===== src/rtl/envelope_sample_formatter.sv =====
// ADSR envelope applied to a 1-bit square wave, emitted as signed 24-bit samples
// at a fixed tick rate over a valid/ready handshake with overrun reporting.
module envelope_sample_formatter #(
   parameter int unsigned SAMPLE_DIV    = 1042,
   parameter int unsigned ATTACK_STEP   = 4,
   parameter int unsigned DECAY_STEP    = 1,
   parameter int unsigned SUSTAIN_LEVEL = 128,
   parameter int unsigned RELEASE_STEP  = 2
) (
   input  logic        clk,
   input  logic        reset,
   input  logic        wave_in,
   input  logic        gate,
   input  logic        sample_ready,
   output logic [23:0] sample_out,
   output logic        sample_valid,
   output logic [2:0]  env_state,
   output logic        overrun
);

   localparam int unsigned CW = (SAMPLE_DIV > 1) ? $clog2(SAMPLE_DIV) : 1;

   typedef enum logic [2:0] {
      IDLE    = 3'd0,
      ATTACK  = 3'd1,
      DECAY   = 3'd2,
      SUSTAIN = 3'd3,
      RELEASE = 3'd4
   } env_t;

   env_t          state;
   logic [7:0]    level;
   logic [CW-1:0] count;
   logic          tick;

   logic [8:0]    attack_sum;
   logic [8:0]    decay_diff;
   logic [8:0]    release_diff;
   logic [7:0]    attack_level;
   logic [7:0]    decay_level;
   logic [7:0]    release_level;
   logic [23:0]   mag;
   logic [23:0]   new_sample;

   assign tick      = (count == CW'(SAMPLE_DIV - 1));
   assign env_state = state;

   // Saturating 9-bit arithmetic; bit 8 flags carry (add) or borrow (subtract).
   // NOTE: every always_comb output gets a value on every path, so no latch is inferred.
   always_comb begin
      attack_sum    = {1'b0, level} + 9'(ATTACK_STEP);
      decay_diff    = {1'b0, level} - 9'(DECAY_STEP);
      release_diff  = {1'b0, level} - 9'(RELEASE_STEP);

      attack_level  = attack_sum[8] ? 8'd255 : attack_sum[7:0];
      decay_level   = (decay_diff[8] || (decay_diff[7:0] < 8'(SUSTAIN_LEVEL)))
                      ? 8'(SUSTAIN_LEVEL) : decay_diff[7:0];
      release_level = release_diff[8] ? 8'd0 : release_diff[7:0];

      mag           = {1'b0, level, 15'b0};
      new_sample    = wave_in ? mag : (~mag + 24'd1);
   end

   // NOTE: registered state uses non-blocking assignments so every update sees pre-edge values.
   always_ff @(posedge clk) begin
      if (reset) begin
         state        <= IDLE;
         level        <= 8'd0;
         count        <= '0;
         sample_out   <= 24'd0;
         sample_valid <= 1'b0;
         overrun      <= 1'b0;
      end else begin
         count   <= tick ? '0 : count + CW'(1);
         overrun <= tick && sample_valid && !sample_ready;

         if (tick) begin
            sample_out   <= new_sample;
            sample_valid <= 1'b1;
         end else if (sample_valid && sample_ready) begin
            sample_valid <= 1'b0;
         end

         if (tick) begin
            unique case (state)
               IDLE: begin
                  level <= 8'd0;
                  if (gate) state <= ATTACK;
               end
               ATTACK: begin
                  if (!gate) begin
                     state <= RELEASE;
                  end else begin
                     level <= attack_level;
                     if (attack_level == 8'd255) state <= DECAY;
                  end
               end
               DECAY: begin
                  if (!gate) begin
                     state <= RELEASE;
                  end else begin
                     level <= decay_level;
                     if (decay_level == 8'(SUSTAIN_LEVEL)) state <= SUSTAIN;
                  end
               end
               SUSTAIN: begin
                  if (!gate) state <= RELEASE;
               end
               RELEASE: begin
                  // Retrigger resumes the attack from wherever the release got to.
                  if (gate) begin
                     state <= ATTACK;
                  end else begin
                     level <= release_level;
                     if (release_level == 8'd0) state <= IDLE;
                  end
               end
               default: begin
                  state <= IDLE;
                  level <= 8'd0;
               end
            endcase
         end
      end
   end

endmodule


===== config.mk =====
export PLATFORM = sky130hd
export DESIGN_NAME = envelope_sample_formatter
export DESIGN_NICKNAME = d
export VERILOG_FILES = /design/src/rtl/envelope_sample_formatter.sv
export SDC_FILE = /design/constraint.sdc
export NUM_CORES = 1
export LEC_CHECK = 0
export BUFFER_PORTS_ARGS = -buffer_cell sky130_fd_sc_hd__buf_2
export CORE_MARGIN = 2
export CORE_UTILIZATION = 50
export DETAILED_ROUTE_END_ITERATION = 10
export PLACE_DENSITY = 0.71
export SYNTH_ARGS = -nofsm -noshare
export SYNTH_HDL_FRONTEND = slang
export SYNTH_SLANG_ARGS = --single-unit

===== constraint.sdc =====
create_clock -name clk -period 2.5 [get_ports clk]
set_input_delay 0.5 -clock clk [delete_from_list [all_inputs] [get_ports clk]]
set_output_delay 0.5 -clock clk [all_outputs]
set_load 0.05 [all_outputs]

==> run summary <==
* **result of the run** finished, final reports clean
* **total die area** 5440 um^2
* **Placed Instance Area** 2510 um^2
* **cell-internal power** 0.730 mW
* **share of synthesized registers carrying an async set or reset** 0
* **I/O pin count** 34
* **Final setup violation count** 0
* **sequential share of power** 0.527
* **switching share of power** 0.280
* **parity-gate share of the synthesized area counting xor and xnor cells** 0.0756
* **post-route total power** 1.01 mW
* **worst-case headroom to the max-slew limit** 0.421
* **proportion of power drawn by the clock network** 0.398
* **proportion of synthesized area in mux cells** 0.0134
* **synthesized-area fraction occupied by ao, oa, aoi and oai cells** 0.223
* **via count of the first global-routing pass** 1897
* **pin count of the biggest net entering global routing** 26
* **Post-DRT Antenna Nets** 0
* **Antenna Diode Count** 0
* **area taken by flip-flops and latches** 661 um^2
* **class of the most critical setup path** reg -> reg
* **Mapped Cells** 302
* **max-slew violation count** 0
* **FMAX** 436 MHz
* **number of CTS-inserted buffers** 5
* **crit share post-route** 0.918
* **clock-pin transition on the worst setup and hold timing paths** 0.08 ns
* **most used cells in the layout excluding fill and tap cells** sky130_fd_sc_hd__nor2_1 (34), sky130_fd_sc_hd__dfxtp_1 (33), sky130_fd_sc_hd__nand2_1 (20)
* **cell taking the most area after synthesis** sky130_fd_sc_hd__dfxtp_1
* **CORE AREA** 4690 um^2
* **initial antenna violation count** 0
* **FF-to-FF path depth** 8
* **horizontal die dimension** 73.7 um
* **Core Rows** 25
* **I/O Buffers** 18
* **Filler Cells Inserted** 467
* **global placement routability congestion** 0.911
* **share of post-route cells with drive strength above 1** 0.179
* **final hold violations** 0
* **reported leakage power** 1.05 nW
* **number of storage elements in the synthesis netlist** 33
* **global-route wire length before repair** 9320 um
* **post-route standard cell area excluding fillers** 2600 um^2
* **portion of the post-synthesis area used by sequential elements** 0.272
* **vertical extent of the die** 73.7 um
* **min Tclk post-route** 2.29 ns
* **Area growth syn-to-layout** 7.00%
* **Unique masters post-synth** 65
* **prevailing post-synth register cell** sky130_fd_sc_hd__dfxtp_1
* **type of the most critical hold path** reg -> reg
* **mean number of vias per cell** 5.74
* **wire length reported by the detailed router** 5640 um
* **master of the slowest instance on the critical path** sky130_fd_sc_hd__nor4b_4
* **WP data required** 2.67 ns
* **basic-gate share of the synthesized area counting and, or, nand and nor cells** 0.276
* **CTS tree** done
* **Multi-input gate area** 1580 um^2
* **type of origin of the critical path** flop
* **Synth top area share** 0.272
* **peak fanout along the critical path** 7
* **post-synthesis area per instance** 8.05 um^2
* **Area contributors post-synth** sky130_fd_sc_hd__dfxtp_1 (27%), sky130_fd_sc_hd__buf_4 (5.2%), sky130_fd_sc_hd__nor2_1 (5.2%)
* **detailed-routing iteration count for the pre-antenna-repair pass** 4
* **Least-Margin Pin Slew** 0.868 ns
* **drt initial violations** 230
* **most frequent standard cell in the layout excluding fill and tap cells** sky130_fd_sc_hd__nor2_1
* **Worst Setup End Kind** flop
* **worst vdd ir** 0.365 mV
* **GRT overflow** 0
* **Root Driver** sky130_fd_sc_hd__clkbuf_8
* **Post-DP HPWL** 4260 um
* **hold-critical path depth** 2
* **vias after detailed routing** 2140
* **overall global routing resource usage** 0.221
* **Max-cap violations** 0
* **number of flops mapped to enable cells by yosys** 0
* **arithmetic-cell share of the synthesized area counting full adders, half adders and majority gates** 0.0360
* **worst skew pair latency** 0.29 ns
* **remaining routing DRC violations** 0
* **effective utilization at floorplan** 0.518
* **H-tree levels** 2
* **power density over the cells** 389 nW/um^2
* **post-synth design cell area** 2430 um^2
* **synth warn** 0
* **Post-Route Setup TNS** 0 ns
* **unrepaired setup endpoints after global routing** no
* **main combinational cell family by area after synthesis** simple AND/OR/NAND/NOR gates
* **buffer levels on the longest clock path** 2
* **switching power** 0.283 mW
* **Net count, final** 330
* **routed length per instance** 15.1 um
* **relative contribution of combinational cells to total power** 0.075
* **worst clock skew on the final layout** 0.00924 ns
* **Worst path max stage delay** 0.35 ns
* **worst path cell trace** inv_1 -> ha_1 -> nor4b_4 -> a21o_4 -> a211o_1 -> o211ai_2 -> a211oi_2 -> mux2_1
* **CTS hold repair buffers** 0
* **worst path arrival time** 2.47 ns
* **Num Clock Sinks** 33
[critical path, delay by kind of cell, from the launching register on]
kind,cells,cell delay [ns]
mux,1,0.34
fa+ha+maj,1,0.34
compound gates,4,0.70
buf+inv,1,0.12
simple gates,1,0.35
flops,1,0.32
[layer usage]
metal | part of all wire | global-route usage
met5 | 0 | 0
met4 | 0.010 | 0.0606
met3 | 0.048 | 0.0453
met2 | 0.46 | 0.329
met1 | 0.48 | 0.321
[cells by family after synthesis]
family | Yosys count
other | 1
XOR/XNOR | 21
multiplexers | 3
adder cells (fa/ha/maj) | 7
AO/OA/AOI/OAI | 78
AND/OR/NAND/NOR | 116
buffers and inverters | 43
flip-flops | 33
[cell usage after synthesis, drive strengths merged, types with 3 or more instances]
cell and number:
a211oi 6, a21oi 20, a22oi 5, a31oi 5
and2 3, and3 7, buf 26, clkbuf 8
dfxtp 33, ha 7, inv 9, nand2 20
nand2b 5, nand3 11, nand4 6, nor2 34
nor2b 5, nor3 8, nor4b 3, o211ai 4
o21ai 15, o221ai 3, o22ai 3, xnor2 10
xor2 11
[through the flow]
step / utilization / worst slack, ns / hold WS [ns] / instances
2_1_floorplan: - / 0.233 / 0.445 / 316
3_3_place_gp: 0.535 / 0.268 / 0.440 / 365
3_5_place_dp: 0.535 / 0.228 / 0.442 / 365
4_1_cts: 0.553 / 0.201 / 0.451 / 373
5_1_grt: 0.555 / 0.0445 / 0.482 / 373
6_report: 0.555 / 0.205 / 0.451 / 373
[sequential cells by signal (all words and copies together), names as in the netlist]
name	cells
sample_out	9
env_state	3
count	11
sample_valid	1
overrun	1
level	8
[area by class of cell]
class,count,share of cell area
inverter,9,0.0130
tap,54,0.0260
multi-input combinational,240,0.608
sequential,33,0.254
timing repair buffer,29,0.0663
clock buffer,5,0.0264
clock inverter,3,0.00673
[path summary, 6_finish.rpt]
kind,to,startpoint,slack (ns)
worst min-delay path,sample_out[22],sample_out[22],0.45
worst min register to register,sample_out[22],sample_out[22],0.45
worst max register to register,env_state[0],level[2],0.21
worst max-delay path,env_state[0],level[2],0.21
[power groups by stage]
stage               registers (mW)  logic (mW)  clock network, mW
floorplan                    0.546      0.0867                  0
global placement             0.546      0.0751                  0
detailed placement           0.547      0.0755                  0
CTS                          0.535      0.0758              0.405
global route                 0.535      0.0816              0.432
finish                       0.534      0.0758              0.403
[what timing repair did]
| item | CTS | global route |
|---|---|---|
| resized for setup | 0 | 1 |
| setup buffers | 0 | 0 |
| endpoints found under the setup margin | 0 | 2 |
(Power assumes the default switching activity.)
